--- src/rtl/serdesphy_tx_serializer.sv ---
// TX parallel-to-serial stage: double-buffered Manchester words shifted out MSB-first, idle pattern otherwise.
// Optional completed-word counter enabled by defining SERDESPHY_TX_SER_WORDCNT_EN.
module serdesphy_tx_serializer #(
  parameter int WORD_W = 16,
  parameter logic [WORD_W-1:0] IDLE_WORD = 16'hAAAA
) (
  input  logic              clk_240m_tx,
  input  logic              rst_240m_tx,
  input  logic              enable,
  input  logic              force_idle,
  input  logic              clr_status,
  input  logic [WORD_W-1:0] word_in,
  input  logic              word_valid,
  output logic              word_ready,
  output logic              serial_data,
  output logic              serial_valid,
  output logic              idle_active,
  output logic              busy,
  output logic              underrun,
  output logic [15:0]       words_sent
);
  localparam int CNT_W = $clog2(WORD_W);
  localparam logic [CNT_W-1:0] CNT_LAST = CNT_W'(WORD_W - 1);

  typedef enum logic [1:0] {DISABLED, IDLE, SHIFT} state_t;

  state_t            state, state_nxt;
  logic [WORD_W-1:0] buf_word;
  logic [WORD_W-1:0] shifter;
  logic              buf_valid;
  logic [CNT_W-1:0]  bit_cnt;
  logic              accept;
  logic              last_bit;
  logic              load_buf;
  logic              underrun_set;

  assign word_ready   = enable && !buf_valid;
  assign accept       = word_valid && word_ready;
  assign last_bit     = (state == SHIFT) && (bit_cnt == '0);
  // A queued word starts either from idle (no alignment) or seamlessly after the last bit.
  assign load_buf     = enable && buf_valid && !force_idle && ((state == IDLE) || last_bit);
  assign underrun_set = enable && last_bit && !buf_valid && !force_idle;
  assign serial_data  = shifter[WORD_W-1];

  always_ff @(posedge clk_240m_tx) begin
    if (rst_240m_tx) state <= DISABLED;
    else             state <= state_nxt;
  end

  always_comb begin
    state_nxt = state;
    if (!enable) begin
      state_nxt = DISABLED;
    end else begin
      case (state)
        DISABLED: state_nxt = IDLE;
        IDLE:     if (load_buf) state_nxt = SHIFT;
        SHIFT:    if (last_bit && !load_buf) state_nxt = IDLE;
        default:  state_nxt = DISABLED;
      endcase
    end
  end

  always_comb begin
    serial_valid = (state == SHIFT);
    idle_active  = (state == IDLE);
    busy         = (state == SHIFT) || buf_valid;
  end

  // Shifter is cleared while disabled so the registered serial output reads 0.
  always_ff @(posedge clk_240m_tx) begin
    if (rst_240m_tx || !enable) begin
      shifter   <= '0;
      bit_cnt   <= '0;
      buf_valid <= 1'b0;
    end else begin
      if (load_buf) begin
        shifter <= buf_word;
        bit_cnt <= CNT_LAST;
      end else if ((state == DISABLED) || last_bit) begin
        shifter <= IDLE_WORD;
      end else if (state == IDLE) begin
        shifter <= {shifter[WORD_W-2:0], shifter[WORD_W-1]};
      end else begin
        shifter <= shifter << 1;
        bit_cnt <= bit_cnt - 1'b1;
      end
      if (accept)        buf_valid <= 1'b1;
      else if (load_buf) buf_valid <= 1'b0;
    end
  end

  always_ff @(posedge clk_240m_tx) begin
    if (accept) buf_word <= word_in;
  end

  // Set has priority over a coincident clear.
  always_ff @(posedge clk_240m_tx) begin
    if (rst_240m_tx)       underrun <= 1'b0;
    else if (underrun_set) underrun <= 1'b1;
    else if (clr_status)   underrun <= 1'b0;
  end

`ifdef SERDESPHY_TX_SER_WORDCNT_EN
  logic        word_done;
  logic [15:0] word_cnt;

  assign word_done = enable && last_bit;

  always_ff @(posedge clk_240m_tx) begin
    if (rst_240m_tx || clr_status)           word_cnt <= '0;
    else if (word_done && word_cnt != 16'hFFFF) word_cnt <= word_cnt + 16'd1;
  end

  assign words_sent = word_cnt;
`else
  assign words_sent = '0;
`endif

endmodule
--- config.mk ---
export PLATFORM = sky130hd
export DESIGN_NAME = serdesphy_tx_serializer
export DESIGN_NICKNAME = d
export VERILOG_FILES = /design/src/rtl/serdesphy_tx_serializer.sv
export SDC_FILE = /design/constraint.sdc
export NUM_CORES = 1
export LEC_CHECK = 0
export CORE_MARGIN = 1.5
export CORE_UTILIZATION = 34
export DETAILED_ROUTE_END_ITERATION = 10
export HOLD_SLACK_MARGIN = 0.12
export REMOVE_ABC_BUFFERS = 1
export SLEW_MARGIN = 15
export SYNTH_ARGS = -nofsm -noshare
export SYNTH_HDL_FRONTEND = slang
export SYNTH_SLANG_ARGS = --single-unit
export TNS_END_PERCENT = 100
--- constraint.sdc ---
create_clock -name clk_240m_tx -period 2.1 [get_ports clk_240m_tx]
set_input_delay 0.315 -clock clk_240m_tx [delete_from_list [all_inputs] [get_ports clk_240m_tx]]
set_output_delay 0.315 -clock clk_240m_tx [all_outputs]
set_load 0.05 [all_outputs]
Word level (Yosys, flattened, before mapping)
Index checks and enable logic that the tools add are counted.
{ "op_classes": {"add_sub_neg": 1, "eq_ne": 5, "muxes": 13, "bitwise_logic": 1, "n_reduce_logical": 25} }
{ "ops": {"columns": ["op", "n"], "rows": [
  ["$mux W16", 2],
  ["$mux W4", 3],
  ["$logic_and A1 B1 Y1", 10],
  ["$pmux W2 S3", 1],
  ["$mux W1", 5],
  ["$logic_not A1 Y1", 4],
  ["$logic_not A4 Y1", 1],
  ["$logic_or A1 B1 Y1", 4],
  ["$mux W2", 2],
  ["$ne A2 B1 Y1 const B", 2],
  ["$reduce_and A2 Y1", 2],
  ["$reduce_bool A2 Y1", 2],
  ["$sub A4 B1 Y4 const B", 1],
  ["$eq A2 B1 Y1 const B", 1],
  ["$eq A2 B2 Y1 const B", 1],
  ["$logic_not A2 Y1", 1],
  ["$ne A2 B2 Y1 const B", 1],
  ["$reduce_or A2 Y1", 1],
  ["$not A1 Y1", 1]
]} }
{ "totals": {"reg_bits": 40, "out_inout_bits": 22, "wordCells": 51} }

Longest topological paths before layout
Gate-level depths: netlist of run 1.
{ "logic_depth": {"ltp_word": 8, "ltp_mapped": 7, "mapped_depth_nobuf": 6} }

Least setup slack after synthesis of run 1
OpenSTA, ideal clock, no wires.
{ "synth_path": {"path_kind": "reg2reg", "start": "reg state[0]", "end": "reg shifter[11]", "setup_ps": 119, "arrival_ps": 1971, "required_ps": 1981, "setup_slack_ps": 10, "path_stages_with_launch": 6, "n_path_buf": 1, "period_less_slack_ps": 2090, "cell_sequence": "dfxtp_1 > nor2b_1 > a21o_1 > buf_2 > nand2_1 > o221a_2"} }
{ "synth_lines": {"columns": ["item", "line_no", "text"], "rows": [
  ["start, declared", "27", "state_t state, state_nxt;"],
  ["start signal, assigned", "47", "else state <= state_nxt;"],
  ["$eq A2 B1 Y1", null, null],
  ["named net idle_active", "17", "output logic idle_active,"],
  ["$logic_or A1 B1 Y1", "41", "assign load_buf = enable && buf_valid && !force_idle && ((state == IDLE) || last_bit);"],
  ["$logic_and A1 B1 Y1", "41", null],
  ["$mux W16", "77", "if (load_buf) begin"],
  ["end signal, assigned", "78", "shifter <= buf_word;"],
  ["end signal, assigned", "83", "shifter <= {shifter[WORD_W-2:0], shifter[WORD_W-1]};"],
  ["end signal, assigned", "85", "shifter <= shifter << 1;"],
  ["end, declared", "29", "logic [WORD_W-1:0] shifter;"]
]} }
The timed path passes the listed nets, and every way through them passes these cells.
A chain may end at the register's enable or synchronous reset.

Worst setup path in the final report of run 1
{ "layout_path": {"start": "reg bit_cnt[0]", "end": "reg bit_cnt[2]"} }
{ "layout_between": {"elab_chain_len": 6} }
{ "layout_lines": {"columns": ["item", "line_no", "text"], "rows": [
  ["start, declared", "31", "logic [CNT_W-1:0] bit_cnt;"],
  ["start signal, assigned", "86", "bit_cnt <= bit_cnt - 1'b1;"],
  ["branches (longest 6 deep; another with $sub A4 B1 Y4)", null, null]
]} }
Several ways; the timed one is not identified. The select of a mux whose other input is x is not followed.

==> results.cfg, run 1 <==
[pwr]
p_per_area_nw_per_um2 = 870.0
vdd_drop_max_mv = 0.3674
p_leak_nw = 0.7912
fin_total_pwr_mw = 1.762

[synthesis]
ys_top_cells_by_area = dfxtp_1, edfxtp_1, buf_4, a32oi_1, o221a_2
synth_top_cell_by_area = dfxtp_1
synthDominantCellAreaShare_pct = 29.93
synth_top_family_by_area = compound AO/OA/AOI/OAI gates
synth.distinct_cells = 36
synth.area.mux_share_pct = 0
syn_area_um2 = 1605
syn-instance-count = 131
ys_ff_latch = 40
synth_xor_area_share_pct = 0
ys_warn_count = 0
synth_fa_ha_area_share_pct = 1.559
synth-simple-area-share_pct = 11.30
synth_compound_area_share_pct = 17.15
synth.avg_cell_area_um2 = 12.25
seq_area_frac_synth_pct = 59.86

[clock_network]
ctsResizeCount = 0
clockRootBuffer = clkbuf_8
h-tree-depth = 2
cts_hold_buf = 0
cts_tree = done
insertion_delay_ps = 290
cts.clk_slew.worst_paths_ps = 70
clockBufferDepth = 2
cts_sinks = 40
postCtsSetupBuffers = 0
cts_buffers = 5

[timing]
final_max_slew_viol_count = 0
finClkSkew_ps = 2.196
fmax_mhz = 555.2
min_period_ps = 1801
rsz0062_at_grt = false
hold_slack_ps = 480.7
period_share_pct = 85.77
fin_ws_ps = 298.8
hold_viol_final = 0
tns_ps = 0
setup_viol = 0

[finish]
multi_input_area_um2 = 541.8
final_area_um2 = 2026
fin_cells = 217
antenna_cells = 0
fillers = 402
syn_to_final_growth_pct = 26.19
fin_util_pct = 45.58
fin_nets = 189
drive_gt1_share_pct = 16.36
seqCellArea_um2 = 960.9

[drt]
drt_iter0_markers = 69
vias = 1050
drtPass1Iterations = 6
wl_mm = 2.866
via_per_inst = 4.839
routedWlPerCell_um = 13.21
drcViolationCount = 0
postRouteAntennaNets = 0

[die]
dieArea_um2 = 5142
row_count = 24
start_util_pct = 36.12
io_pins = 44
die_w_um = 71.71
die_y_um = 71.71
coreArea_um2 = 4444

[global_route]
grt_start_max_net_pins = 17
antenna_found_initial = 0
grt_pass1_wl_mm = 4.602
gr-total-overflow = 0
grt_use_total_pct = 11.93
grt_pass1_vias = 1036

[place]
dpl_cell_area_um2 = 1897
dp_hpwl_mm = 2.126
port_buffers = 27
dp_slack_ps = 304.1
gp_congestion = 0.7480
dp_cells = 210

[status]
status = complete, no violations

[run]
maxCapViolations = 0

[setup_path]
crit_path_max_fanout = 8
endpoint_kind = flop
startpoint_type = flop
required_ps = 2280
cp.arrival_ps = 1980
critPathKind = reg2reg

[hold_path]
hp-class = reg2reg
-- layout by cell type (no fill, tap or decap) --
master and n:
nor3_1 2, a221oi_1 1, a31oi_1 2, nand2_1 2, a22o_2 1, clkdlybuf4s50_1 23, or4b_1 1, nor3b_1 1
and2_1 2, a21bo_2 1, o221a_1 3, a21o_1 1, or2_2 1, and2_4 1, clkbuf_8 5, a21oi_1 5
inv_1 3, buf_12 1, edfxtp_1 16, dfxtp_1 24, nor2_1 11, a21oi_4 1, a32oi_1 7, o311a_1 2
nand3b_1 1, buf_4 9, o221a_2 5, nor2b_1 3, bufinv_16 2, nand2b_1 2, o31a_1 1, nand4_1 1
and2b_1 1, conb_1 16, and3_1 4, o21ai_0 1, ha_1 2
-- synthesized netlist by cell type, drive strengths merged --
cell / number
a32oi: 7
ha: 2
clkbuf: 3
a21o: 1
a22o: 1
buf: 18
inv: 3
dfxtp: 24
and2: 3
or2: 1
nor2b: 3
nor2: 11
nor3: 2
o21ai: 1
and3: 4
nor3b: 1
nand3b: 1
nand4: 1
a221oi: 1
nand2b: 2
o31a: 1
edfxtp: 16
a21bo: 1
nand2: 2
o221a: 8
a21oi: 6
or4b: 1
o311a: 2
and2b: 1
conb: 1
a31oi: 2
-- worst paths after layout --
check	start	cells after the start	endpoint	slack, ps
setup / recovery	bit_cnt[0]	7	bit_cnt[2]	300
hold / removal	underrun	2	underrun	480
setup reg to reg	bit_cnt[0]	7	bit_cnt[2]	300
hold reg to reg	underrun	2	underrun	480
-- area by class of cell --
type                    instances  area share (%)
clock buffers                   5           3.397
clock inverters                 2           2.965
inverters                       3          0.5559
multi-input cells              82           26.74
flip-flops and latches         40           47.44
well taps                      52           3.212
repair buffers                 33           15.69
-- report_power, final --
| part | internal [mW] | total [mW] | switching [mW] | leakage (nW) |
|---|---|---|---|---|
| sequential | 0.835 | 0.846 | 0.0109 | 0.345 |
| combinational | 0.0681 | 0.187 | 0.119 | 0.382 |
| clock | 0.468 | 0.730 | 0.262 | 0.0642 |
-- critical path, cell delays in order, from the launching register on --
cell,delay [ps]
dfxtp_1,380
inv_1,80
ha_1,210
nor3b_1,150
a21o_1,220
buf_4,170
and2_1,190
o311a_1,290
-- cells by family after synthesis --
group                    after synthesis
flip-flops                            40
buffers and inverters                 24
other                                  1
adder cells (fa/ha/maj)                2
AO/OA/AOI/OAI                         31
AND/OR/NAND/NOR                       33
-- state kept, by name, summed over array words and instances (netlist names) --
name,cells
bit_cnt,4
buf_valid,1
buf_word,16
shifter,16
state,2
underrun,1
-- layer usage --
metal | global-route usage, % | part of all wire, % | vias up | wire length (um)
met5 | 0 | 0 | - | 0
met4 | 4.403 | 1.5 | 0 | 42
met3 | 4.360 | 5.5 | 6 | 159
met2 | 20.16 | 47 | 41 | 1345
met1 | 13.85 | 46 | 482 | 1319
li1 | - | - | 521 | -
(Power assumes the default switching activity.)
==> run 2, diff against run 1 <==
Settings changed: HOLD_SLACK_MARGIN 0.12 to unset.
==> results of run 2 <==
Final layout, timing and power as in run 1 (identical DEF).
